`config.mk`:
```
export PLATFORM = sky130hd
export DESIGN_NAME = univ_shift_reg
export DESIGN_NICKNAME = d
export VERILOG_FILES = /design/src/rtl/univ_shift_reg.sv
export SDC_FILE = /design/constraint.sdc
export NUM_CORES = 1
export LEC_CHECK = 0
export ABC_AREA = 1
export BUFFER_PORTS_ARGS = -buffer_cell sky130_fd_sc_hd__clkbuf_2
export CAP_MARGIN = 5
export CORE_MARGIN = 10
export CORE_UTILIZATION = 46
export DETAILED_ROUTE_END_ITERATION = 10
export GPL_ROUTABILITY_DRIVEN = 0
export MAX_ROUTING_LAYER = met4
export PLACE_DENSITY = 0.77
export SETUP_SLACK_MARGIN = 0.15
export SYNTH_ARGS = -nofsm -noshare
export SYNTH_HDL_FRONTEND = slang
export SYNTH_SLANG_ARGS = --single-unit
export TNS_END_PERCENT = 10
```
`constraint.sdc`:
```
create_clock -name clk -period 1.4 [get_ports clk]
set_input_delay 0.21 -clock clk [delete_from_list [all_inputs] [get_ports clk]]
set_output_delay 0.21 -clock clk [all_outputs]
set_load 0.05 [all_outputs]
```
`src/rtl/univ_shift_reg.sv`:
```
// univ_shift_reg: WIDTH-bit universal shift register.
// Each clock it can hold, shift right, shift left or parallel-load.
// A saturating counter reports how many shifts have happened since the last
// load or reset.
// Optional feature: define USR_ROTATE_EN so that rot=1 turns the shifts into
// rotates. Without the macro the rot port is present but ignored.
module univ_shift_reg #(
  parameter int               WIDTH   = 8,
  parameter logic [WIDTH-1:0] RST_VAL = '0,
  parameter int               CW      = $clog2(WIDTH+1)
) (
  input  logic             clk,
  input  logic             rst,
  input  logic             en,
  input  logic [1:0]       mode,
  input  logic             sin_msb,
  input  logic             sin_lsb,
  input  logic [WIDTH-1:0] d,
  input  logic             rot,
  output logic [WIDTH-1:0] q,
  output logic             sout_msb,
  output logic             sout_lsb,
  output logic [CW-1:0]    shift_cnt,
  output logic             full
);

  localparam logic [1:0] M_HOLD = 2'b00;
  localparam logic [1:0] M_SHR  = 2'b01;
  localparam logic [1:0] M_SHL  = 2'b10;
  localparam logic [1:0] M_LOAD = 2'b11;

  localparam logic [CW-1:0] CNT_MAX = CW'(WIDTH);

  logic [WIDTH-1:0] q_nxt;
  logic [CW-1:0]    cnt_nxt;
  logic [CW-1:0]    cnt_inc;
  logic             fill_msb;  // bit entering q[WIDTH-1] on a right shift
  logic             fill_lsb;  // bit entering q[0] on a left shift

`ifdef USR_ROTATE_EN
  // In rotate mode the bit that falls off one end wraps around to the other.
  assign fill_msb = rot ? q[0]       : sin_msb;
  assign fill_lsb = rot ? q[WIDTH-1] : sin_lsb;
`else
  logic unused_rot;
  assign unused_rot = rot;
  assign fill_msb   = sin_msb;
  assign fill_lsb   = sin_lsb;
`endif

  assign full     = (shift_cnt == CNT_MAX);
  assign sout_msb = q[WIDTH-1];
  assign sout_lsb = q[0];

  // The counter stops at WIDTH and never wraps.
  assign cnt_inc = full ? shift_cnt : shift_cnt + CW'(1);

  // Next register word and next count, selected by mode.
  always_comb begin
    q_nxt   = q;
    cnt_nxt = shift_cnt;
    if (en) begin
      case (mode)
        M_SHR: begin
          q_nxt   = {fill_msb, q[WIDTH-1:1]};
          cnt_nxt = cnt_inc;
        end
        M_SHL: begin
          q_nxt   = {q[WIDTH-2:0], fill_lsb};
          cnt_nxt = cnt_inc;
        end
        M_LOAD: begin
          q_nxt   = d;
          cnt_nxt = '0;
        end
        M_HOLD:  ;
        default: ;
      endcase
    end
  end

  // Register the word and the count. Reset is asynchronous.
  always_ff @(posedge clk or posedge rst) begin
    if (rst) begin
      q         <= RST_VAL;
      shift_cnt <= '0;
    end else begin
      q         <= q_nxt;
      shift_cnt <= cnt_nxt;
    end
  end

endmodule

```
* After elaboration in Yosys (flattened, before gate mapping)
Cells that the tools add are included.
** Storage, ports and cells
- Register bits after elaboration :: 12
- Bits of input ports :: 16
- Logic and storage cells :: 16
** Cells by class
- Add/sub/neg operators :: 1
- Equal/unequal tests :: 5
- Multiplexer cells :: 3
- Reduce and logical (&&, ||, !) cells :: 5
** Operators by type and width (count)
- 8-bit one-hot mux with 3 select lines :: 1
- 4-bit one-hot mux with 2 select lines :: 1
- 4-bit by 1-bit adder with 4-bit output (second input constant) :: 1
- 2-bit equality test (second input constant) :: 2
- 4-bit equality test (second input constant) :: 1
- 4-bit two-way mux :: 1
- 3-bit AND reduction :: 1
- 3-bit nonzero test :: 1
- 2-bit by 1-bit equality test with 1-bit output (second input constant) :: 1
- 2-bit inequality test (second input constant) :: 1
- 2-bit AND reduction :: 1
- 2-bit nonzero test :: 1
- 2-bit OR reduction :: 1

* Depth between registers and ports, before layout
Gate-level depths: netlist of the first run.
- Word-level depth :: 4
- Gate-level depth with buffers :: 8

* Worst setup path after synthesis of the first run
OpenSTA, ideal clock, no wires.
- Kind :: reg2reg
- From :: register shift_cnt[0]
- To :: register shift_cnt[2]
- Setup time :: 76 ps
- Arrival :: 1765 ps
- Required time :: 1324 ps
- Slack :: -441 ps
- Stages on the path, launching flop included :: 9
- Cell sequence :: dfrtp_1 -> inv_1 -> ha_1 -> nand2_1 -> nor2_2 -> nand2_2 -> nand2_4 -> nand2_1 -> o21ai_1
** On the way
- Cells in the longest elaborated chain, start to end :: 3
- Elaborated cells on any way between the ends :: 6
- Those cells by class :: add/sub (1); eq/ne (2); mux (2); reduce/logical (1)
** Ends and longest elaborated chain
- from (decl) :: line 23 : output logic [CW-1:0] shift_cnt,
- from (signal assigned) :: line 89 : shift_cnt <= cnt_nxt;
- 4-bit equality test :: line 51 : assign full = (shift_cnt == CNT_MAX);
- via full :: line 24 : output logic full
- 2-bit inequality test (no line)
- 3-bit AND reduction (no line)
The timed path passes the listed nets, and every way through them passes these cells. The select of a mux whose other input is x is not followed.
A chain may end at the register's enable or synchronous reset.

* Worst setup path in the final report of the first run
- From :: register shift_cnt[0]
- To :: output full
** On the way
- Cells in the longest elaborated chain, start to end :: 1
** Ends and longest elaborated chain (line)
- 4-bit equality test :: 51
- to (decl) :: 24
No other way between the ends.

==> results.md, run 1 <==
- Area delta synth->final: 36.0%
- Failing checks: setup timing
- VDD IR-drop max: approximately 1.1 mV
- Diode count: 0
- Met2 routed WL: around 1000 um
- Hold slack: around 0.17 ns
- Clock sink total: 12
- Seq/Total Area, Yosys: 39.3%
- Mapped Area: 764 sq um
- Cells after synthesis: about 100
- Average cell area after synthesis: approximately 7.4 sq um
- Met3 WL post-DR: between 150 and 200 um
- Outcome: finished with violations
- Max H-tree Level: 1
- Worst setup path end: full
- Iter 0 DRT Violations: 20
- CP Max Fanout: 2
- Minimum clock period after layout: 1.41 ns
- Placed Cells: around 150
- Final Cycle Share: 101%
- Via/cell ratio: 5.14
- Slew headroom: 69.2%
- Syn nets: between 100 and 150
- Die area: approximately 3700 sq um
- Critical path class: reg -> out
- RSZ-0062 raised after global routing: yes
- Num CTS Buffers: 3
- Library cells used by synthesis: 18
- CTS tree: built
- Max Slew Vio Count: 0
- CP startpoint: shift_cnt[0]$_DFFE_PP0P_
- Critical Path AT: between 1 and 1.5 ns
- Power per cell area: 1600 nW/um^2
- FILL cells: around 140
- Overall routed net length: a little over 2000 um
- Max Used Layer: met4
- Reg2reg setup slack: around 0.04 ns
- R2R cell count: 10
- Clk pin slew, worst setup/hold paths: ~0.080 ns
- Pre-CTS setup slack: ~0.1 ns
- Final worst slack: -0.00768 ns
- Nets: 160
- HPWL Detailed: roughly 1400 um
- Crit path cell chain: inv_2 -> ha_4 -> nand2_4 -> nor2_4 -> buf_8
- Vias post-DR: ~790
- Metal1 wirelength: roughly 790 um
- Vert. Die Dim: slightly above 60 um
- Max_cap viols: 0
- Critical path's slowest cell: dfrtp_2
- Yosys warns: 0
- # IOs: 31
- Latest clock arrival within the worst-skew pair: roughly 0.27 ns
- Maximum root-to-sink buffer count: 2
- Vias in the first global route: between 700 and 800
- Max Clock Skew: a little under 0.004 ns
- Critical Path RT: roughly 1.2 ns
- Crit path launch type: register
- Buffers on Ports: 29
- Width of the die: about 61 um
- Crit Reg-Reg Endpoint: shift_cnt[3]$_DFFE_PP0P_
- Post-DRT Antenna Nets: 0
- Root Driver: clkbuf_4
- Initial Util: 49.6%
- Std-Cell Rows: 14
- Fmax: 710 MHz
- Crit path capture type: primary output
- Grt ovf: 0
- Worst hold path type: in -> reg
- Register bit count reported by yosys: 12
- Drt pass-1 iters: 5
- Largest stage delay, worst path: ~0.42 ns
- Global-route wire length before repair: roughly 3200 um
- Routed wire per std cell: around 13 um
- Post-route DRC: 0
- Antenna violations before repair: 0
- Fin. Hold Viols: 0
- Core area: 1540 sq um
- Non-Filler Instances: 154
- Worst slew pin tran: 0.462 ns
- Leak: ~0.53 nW
- RR Startpoint: shift_cnt[0]$_DFFE_PP0P_
- Largest net degree at the start of global routing: 15
- Layout cells sized above 1: between 30% and 40%
- Final Setup Violations: 1
- Overall Global Routing Usage: 11.4%
- Hold Crit Start: sin_msb
==> synthesized netlist by cell type (all sizes together) <==
cell,n,area (sq um)
nand2,27,111
nor2,21,96.3
dfrtp,12,300
nand3,11,55.1
a21oi,8,40.0
inv,8,30.0
buf,5,36.3
ha,5,62.6
o21ai,4,20.0
nand4,1,6.26
or2,1,6.26
==> cells in the final DEF (no fill, tap or decap) <==
master,netlist,final
nand2_1,25,24
buf_4,2,6
clkbuf_2,0,24
ha_1,5,4
clkbuf_4,0,5
ha_4,0,1
nand2_2,1,1
a21oi_1,8,8
inv_1,7,5
nand4_1,1,1
nand2_4,1,2
o21ai_1,4,4
dfrtp_2,0,4
nor2_4,2,3
buf_8,0,3
clkbuf_1,0,1
dfrtp_1,12,8
inv_2,1,3
nand3_1,11,11
or2_2,1,1
dlygate4sd3_1,0,1
nor2_1,18,18
==> how the worst min path moves through the flow <==
stage	endpoint	cells after the start	slack (ns)
after floorplan	q[0]$_DFFE_PP0P_	1	0.07
after global placement	q[4]$_DFFE_PP0P_	2	0.22
after detailed placement	q[4]$_DFFE_PP0P_	2	0.22
after CTS	q[7]$_DFFE_PP0P_	3	0.17
after global routing	q[7]$_DFFE_PP0P_	3	0.20
final	q[7]$_DFFE_PP0P_	3	0.17
==> flip-flops by register name, summed over array words and instances, names as in the netlist <==
signal,count
q,8
shift_cnt,4
==> worst max-delay path, delay by kind of cell, from the launching register on <==
family                   cells  cell delay (ns)
adder cells (fa/ha/maj)      1             0.13
AND/OR/NAND/NOR              2             0.15
flip-flops                   1             0.42
buffers and inverters        2             0.22
==> kinds of logic after synthesis <==
family	Yosys count	share of synthesized area [%]
AND/OR/NAND/NOR	61	36.0
buffers and inverters	13	8.67
AO/OA/AOI/OAI	12	7.86
flip-flops	12	39.3
adder cells (fa/ha/maj)	5	8.18
==> area by class of cell <==
| class | instances | area, sq um | share of cell area (%) |
|---|---|---|---|
| multi-input combinational | 78 | 423 | 40.7 |
| sequential | 12 | 305 | 29.4 |
| timing repair buffer | 36 | 235 | 22.6 |
| inverter | 8 | 30.0 | 2.89 |
| clock buffer | 4 | 26.3 | 2.53 |
| tap | 16 | 20.0 | 1.93 |
==> through the flow <==
step	total power, W	util (%)	cell area, sq um	TNS [ns]
CTS	0.00164	67.1	1030	-0.0249
global placement	0.00129	60.4	931	0
floorplan	0.00113	-	787	-0.619
detailed placement	0.00130	60.4	931	0
finish	0.00166	67.5	1040	-0.00768
global route	0.00178	67.5	1040	-0.155
==> timing repair <==
| action | CTS | global route |
|---|---|---|
| hold buffers | 1 | 0 |
| pin swaps | 1 | 0 |
| gates resized for setup | 10 | 4 |
| setup buffers | 4 | 0 |
| endpoints found under the hold margin | 12 | 0 |
| setup endpoints to repair | 2 | 8 |
==> power breakdown <==
part | switching [W] | total (W) | internal [W]
sequential | 0.000105 | 0.000541 | 0.000436
combinational | 0.000594 | 0.000895 | 0.000301
clock | 0.000115 | 0.000225 | 0.000110
==> layer usage <==
layer	track usage, %	vias to the layer above
li1	-	396
met1	11.4	368
met2	19.7	24
met3	3.76	4
met4	5.33	0
met5	-	-
No activity file was read; power rests on OpenSTA's default activity.
==> inputs of run 2 (changes only) <==
--- a/config.mk
+++ b/config.mk
@@ -5,15 +5,13 @@
 export SDC_FILE = /design/constraint.sdc
 export NUM_CORES = 1
 export LEC_CHECK = 0
-export ABC_AREA = 1
 export BUFFER_PORTS_ARGS = -buffer_cell sky130_fd_sc_hd__clkbuf_2
-export CAP_MARGIN = 5
 export CORE_MARGIN = 10
-export CORE_UTILIZATION = 46
+export CORE_UTILIZATION = 41
 export DETAILED_ROUTE_END_ITERATION = 10
 export GPL_ROUTABILITY_DRIVEN = 0
 export MAX_ROUTING_LAYER = met4
-export PLACE_DENSITY = 0.77
+export PLACE_DENSITY = 0.73
 export SETUP_SLACK_MARGIN = 0.15
 export SYNTH_ARGS = -nofsm -noshare
 export SYNTH_HDL_FRONTEND = slang
==> constraint.sdc (replaced) <==
create_clock -name clk -period 1.13 [get_ports clk]
set_input_delay 0.1695 -clock clk [delete_from_list [all_inputs] [get_ports clk]]
set_output_delay 0.1695 -clock clk [all_outputs]
set_load 0.05 [all_outputs]
==> run 2 against run 1 <==
Net effect:
- the flow still finishes with violations (setup timing)
- sequential share of layout area shrank 6.2 points
- first-iteration DRC count is 60% lower
- synthesized area shrank 6.7%
- total power rose by 52%
- worst setup slack got worse by 0.35 ns
- clock skew hardly changed
- clock power up 27%
- register-to-register slack worse by 0.35 ns
- via count shrank 3.2%
- cell count decreased by 9.1%
- critical endpoint unchanged
==> results.md, run 2 <==
- Outcome: finished with violations
- Failing checks: setup timing
- Critical Path RT: about 0.96 ns
- Overall Global Routing Usage: between 10% and 20%
- Crit path capture type: primary output
- Core area: 1690 sq um
- Max_cap viols: 0
- Fin. Hold Viols: 0
- CTS tree: built
- Iter 0 DRT Violations: 8
- Crit path launch type: register
- Initial Util: between 40% and 50%
- Yosys top cell area share: roughly 42%
- Minimum clock period after layout: 1.49 ns
- CP Max Fanout: 2
- Seq/Total Area, Yosys: ~42%
- Power Total: around 0.0025 W
- Width of the die: between 60 and 70 um
- Worst hold path type: in -> reg
- Diode count: 0
- Worst slew pin tran: between 0.4 and 0.5 ns
- Via/cell ratio: ~5.5
- Library cells used by synthesis: 19
- Number of synthesized flops with an enable pin: 0
- Finished Core Util: roughly 78%
- RSZ-0062 raised after global routing: yes
- Latest clock arrival within the worst-skew pair: 0.27 ns
- Post-DRT Antenna Nets: 0
- Area delta synth->final: 84.2%
- R2R cell count: 5
- Synth top cells by count: dfrtp_1, a21oi_1, a22o_1, nand2_1, o21ai_0
- Commonest non-fill, non-tap cell in the layout: clkbuf_2
- Global-route wire length before repair: about 3700 um
- Post-route DRC: 0
- Slew headroom: slightly below 70%
- Max H-tree Level: 1
- Vias in the first global route: roughly 780
- Largest net degree at the start of global routing: 17
- Num CTS Buffers: 3
- Clock sink total: 12
- Cells after synthesis: just under 80
- Die area: 3810 sq um
- Syn nets: 99
- Largest Register: q
- # IOs: 31
- Maximum root-to-sink buffer count: 2
- Average cell area after synthesis: between 9 and 10 sq um
- Vias post-DR: between 700 and 800
- Hold Path Cell Cnt: 3
- Fmax: 672 MHz
- Root Driver: clkbuf_4
- Critical path's slowest cell: dfrtp_2
- Layout cells sized above 1: a little over half
- Nets: 145
- Register bit count reported by yosys: 12
- Grt ovf: 0
- Yosys warns: 0
- HPWL Detailed: ~1500 um
- VDD IR-drop max: between 1 and 1.5 mV
- Std-Cell Rows: 15
- Antenna violations before repair: 0
- Final Cycle Share: 132%
- Buffers on Ports: 29
- Max FFs per register: 8
- Synth async-reset ratio: between 90% and 100%
- Largest regs: q x8, shift_cnt x4
- Overall routed net length: about 2300 um
- Power per cell area: between 1500 and 2000 nW/um^2
- Drt pass-1 iters: 4
- Top-count cell post-synth: dfrtp_1
- Top_reg_cell synth: dfrtp_1
- Clk pin slew, worst setup/hold paths: approximately 0.080 ns
- Largest stage delay, worst path: about 0.4 ns
- Leak: between 0.6 and 0.7 nW
- Mapped Area: approximately 700 sq um
- Max Clock Skew: 0.00399 ns
- Synth area leaders: dfrtp_1, a22o_1, ha_1
- Final worst slack: -0.357 ns
- Routed wire per std cell: around 17 um
- Critical Path AT: 1.32 ns
- Max Slew Vio Count: 0
- Critical path class: reg -> out
- Area leader, netlist: dfrtp_1
- Vert. Die Dim: approximately 60 um
- Final setup TNS: -1.57 ns
- Crit path cell chain: inv_2 -> ha_4 -> buf_6 -> and3b_2 -> buf_12
- Commonest cells after routing, fill and taps aside: clkbuf_2, buf_6, dfrtp_1
- Final Setup Violations: 8
run 2: cells by family after synthesis:
| kind of cell | count (synthesis) | synth area share (%) |
|---|---|---|
| flip-flops | 12 | 42.1 |
| buffers and inverters | 11 | 6.84 |
| AO/OA/AOI/OAI | 34 | 29.8 |
| adder cells (fa/ha/maj) | 5 | 8.77 |
| AND/OR/NAND/NOR | 16 | 12.5 |
run 2: stage by stage:
stage / hold WS [ns] / std cells / worst slack (ns) / area (sq um)
final: 0.167 / 140 / -0.357 / 1310
after global routing: 0.185 / 140 / -0.402 / 1310
after CTS: 0.194 / 139 / -0.357 / 1250
after detailed placement: 0.200 / 133 / -0.444 / 976
after global placement: 0.191 / 133 / -0.310 / 976
after floorplan: 0.0341 / 78 / -0.487 / 716
run 2: critical path, delay by kind of cell (launching register included):
family / cells / cell delay [ns]
buffers and inverters: 3 / 0.29
and+or+nand+nor: 1 / 0.20
adders and majority gates: 1 / 0.14
DFF: 1 / 0.41
run 2: layer usage:
| layer | up-vias | GRT usage [%] | part of all wire, % |
|---|---|---|---|
| met2 | 29 | 22.5 | 52 |
| met5 | - | - | 0 |
| met3 | 4 | 3.86 | 7.6 |
| met1 | 360 | 14.1 | 39 |
| met4 | 0 | 5.41 | 1.2 |
| li1 | 374 | - | - |
run 2: area by class of cell:
cell class                 instances  area [sq um]
inverter                           6          22.5
multi-input combinational         55           447
tap                               17          21.3
sequential                        12           304
fill                             108           375
clock buffer                       4          26.3
timing repair buffer              46           493
run 2: worst paths after layout:
check,startpoint,to,slack (ns)
setup / recovery,shift_cnt[1]$_DFFE_PP0P_,full,-0.36
hold / removal,sin_msb,q[7]$_DFFE_PP0P_,0.17
setup reg to reg,shift_cnt[1]$_DFFE_PP0P_,shift_cnt[3]$_DFFE_PP0P_,-0.31
hold reg to reg,q[2]$_DFFE_PP0P_,q[2]$_DFFE_PP0P_,0.58
max in group asynchronous,rst,q[2]$_DFFE_PP0P_,0.36
min in group asynchronous,rst,q[3]$_DFFE_PP0P_,0.42
run 2: repair_timing:
| action | 4_1_cts | 5_1_grt |
|---|---|---|
| hold buffers | 1 | 0 |
| setup endpoints to repair | 27 | 27 |
| buffers inserted | 1 | 1 |
| resized for setup | 49 | 23 |
| pin swaps | 3 | 0 |
| hold endpoints to repair | 12 | 0 |
run 2: report_power, final:
group,switching (W),leakage (nW),internal [W],total (W)
Combinational,0.000823,0.450,0.000776,0.00160
Clock,0.000148,0.0150,0.000137,0.000285
Sequential,0.000111,0.151,0.000534,0.000644
==> inputs of run 3 (changes only) <==
--- a/config.mk
+++ b/config.mk
@@ -5,13 +5,14 @@
 export SDC_FILE = /design/constraint.sdc
 export NUM_CORES = 1
 export LEC_CHECK = 0
+export ABC_AREA = 1
 export BUFFER_PORTS_ARGS = -buffer_cell sky130_fd_sc_hd__clkbuf_2
 export CORE_MARGIN = 10
-export CORE_UTILIZATION = 41
+export CORE_UTILIZATION = 42
 export DETAILED_ROUTE_END_ITERATION = 10
 export GPL_ROUTABILITY_DRIVEN = 0
 export MAX_ROUTING_LAYER = met4
-export PLACE_DENSITY = 0.73
+export PLACE_DENSITY = 0.74
 export SETUP_SLACK_MARGIN = 0.15
 export SYNTH_ARGS = -nofsm -noshare
 export SYNTH_HDL_FRONTEND = slang
==> run 3 against run 2 <==
Net effect:
- the flow still finishes with violations (setup timing)
- sequential power rose by 9.8%
- routed wire length fell by 9.2%
- register-to-register slack improved by 0.15 ns
- core utilization fell by 6.2 points
- largest power group unchanged
- critical path type unchanged
- highest routed layer unchanged
- cell count rose by 19%
- sequential share of layout area rose by 1.7 points
- critical endpoint unchanged
- via count rose by 4.2%
- combinational power fell by 17%
- clock power rose by 23%
- total power fell by 5.5%
- clock-buffer cell count did not move
==> results.md, run 3 (synthesis results as in run 1) <==
- Outcome: finished with violations
- Failing checks: setup timing
- Post-route DRC: 0
- VDD IR-drop max: roughly 1.4 mV
- Iter 0 DRT Violations: 20
- Nets: 163
- Largest regs: q x8, shift_cnt x4
- Max H-tree Level: 1
- Vert. Die Dim: between 60 and 70 um
- Critical Path RT: around 0.96 ns
- Critical path class: reg -> out
- Num CTS Buffers: 3
- Die area: between 3000 and 4000 sq um
- Reg2reg setup slack: -0.16 ns
- Buffers on Ports: 29
- Vias post-DR: between 700 and 800
- Fin. Hold Viols: 0
- HPWL Detailed: between 1500 and 2000 um
- Std-Cell Rows: 15
- Drt pass-1 iters: 4
- Largest Register: q
- Max Clock Skew: 0.00371 ns
- Latest clock arrival within the worst-skew pair: about 0.27 ns
- Commonest cells after routing, fill and taps aside: nand2_1, nor2_1, clkbuf_2
- Maximum root-to-sink buffer count: 2
- CP Max Fanout: 2
- Worst hold path type: in -> reg
- Vias in the first global route: approximately 800
- Post-DRT Antenna Nets: 0
- Final worst slack: -0.261 ns
- RSZ-0062 raised after global routing: yes
- Core area: about 1700 sq um
- Final Setup Violations: 7
- Initial Util: 44.3%
- Max FFs per register: 8
- # IOs: 31
- Minimum clock period after layout: between 1 and 1.5 ns
- Hold slack: around 0.16 ns
- Commonest non-fill, non-tap cell in the layout: nand2_1
- Root Driver: clkbuf_4
- Overall Global Routing Usage: between 10 and 15%
- Clk pin slew, worst setup/hold paths: about 0.08 ns
- Antenna violations before repair: 0
- Width of the die: about 63 um
- Layout cells sized above 1: between 40% and 50%
- Global-route wire length before repair: 3660 um
- Max_cap viols: 0
- Via/cell ratio: slightly below 5
- Critical Path AT: 1.22 ns
- Pre-CTS setup slack: -0.0822 ns
- CTS tree: built
- Largest net degree at the start of global routing: 15
- Worst slew pin tran: between 0.4 and 0.5 ns
- Overall routed net length: ~2100 um
- Crit path capture type: primary output
- Clock sink total: 12
- Fmax: roughly 700 MHz
- Crit path launch type: register
- Grt ovf: 0
- Diode count: 0
- Routed wire per std cell: around 13 um
- Power per cell area: approximately 1900 nW/um^2
- Leak: just under 0.6 nW
- Max Slew Vio Count: 0
- Final setup TNS: -1.07 ns
- Area delta synth->final: 61.7%
- Final Cycle Share: 123%
- Slew headroom: 66.9%
-- run 3: cell count changes in the layout (fill, tap and decap cells not counted), sizes merged, moves of 3 or more --
| cell | before | now |
|---|---|---|
| o21ai | 13 | 4 |
| nor2 | 2 | 21 |
| nand2 | 8 | 27 |
| buf | 27 | 21 |
| nand3 | 1 | 11 |
| a22o | 8 | 0 |
| o31ai | 3 | 0 |
-- run 3: what timing repair did --
item,4_1_cts,5_1_grt
hold buffers,1,0
pin swaps,2,0
buffers inserted,2,0
hold endpoints to repair,12,0
endpoints found under the setup margin,19,24
resized for setup,30,19
-- run 3: stage by stage --
| stage | total power, W | cell area (sq um) | util (%) | instances |
|---|---|---|---|---|
| after floorplan | 0.00140 | 787 | - | 103 |
| after global placement | 0.00167 | 1010 | 58.3 | 159 |
| after detailed placement | 0.00169 | 1010 | 58.3 | 159 |
| after CTS | 0.00232 | 1200 | 69.6 | 166 |
| after global routing | 0.00254 | 1240 | 71.6 | 166 |
| final | 0.00239 | 1240 | 71.6 | 166 |
-- run 3: metal layers --
layer / global-route usage [%] / part of all wire [%] / vias up / wire length (um)
li1: - / - / 403 / -
met1: 12.4 / 41 / 371 / 860
met2: 18.7 / 52 / 23 / 1100
met3: 4.12 / 6.8 / 2 / 143
met4: 2.51 / 0.61 / 0 / 13
met5: - / 0 / - / 0
-- run 3: critical path, cell delays in order (launching register included) --
cell	delay (ns)
dfrtp_2	0.42
inv_2	0.08
ha_4	0.14
nand2_4	0.05
nor2_4	0.12
buf_12	0.15
-- run 3: area by class of cell --
cell class,instances,area [sq um]
fillers,144,490
clock buffers,4,36.3
flip-flops and latches,12,307
well taps,25,31.3
inverters,8,30.0
multi-input cells,78,433
repair buffers,39,399
-- run 3: worst paths after layout --
| path | from | end | cells past startpoint |
|---|---|---|---|
| min | sin_msb | q[7]$_DFFE_PP0P_ | 3 |
| min reg2reg | shift_cnt[0]$_DFFE_PP0P_ | shift_cnt[0]$_DFFE_PP0P_ | 3 |
| max | shift_cnt[0]$_DFFE_PP0P_ | full | 5 |
| max in group asynchronous | rst | shift_cnt[2]$_DFFE_PP0P_ | 3 |
| max reg2reg | shift_cnt[0]$_DFFE_PP0P_ | shift_cnt[1]$_DFFE_PP0P_ | 9 |
| min in group asynchronous | rst | q[4]$_DFFE_PP0P_ | 3 |
-- run 3: where the power goes --
group | switching, W | leakage (nW) | total [W] | internal [W]
Sequential | 0.000165 | 0.134 | 0.000707 | 0.000541
Clock | 0.000154 | 0.0210 | 0.000350 | 0.000196
Combinational | 0.000742 | 0.436 | 0.00133 | 0.000589
Total | 0.00106 | 0.591 | 0.00239 | 0.00133
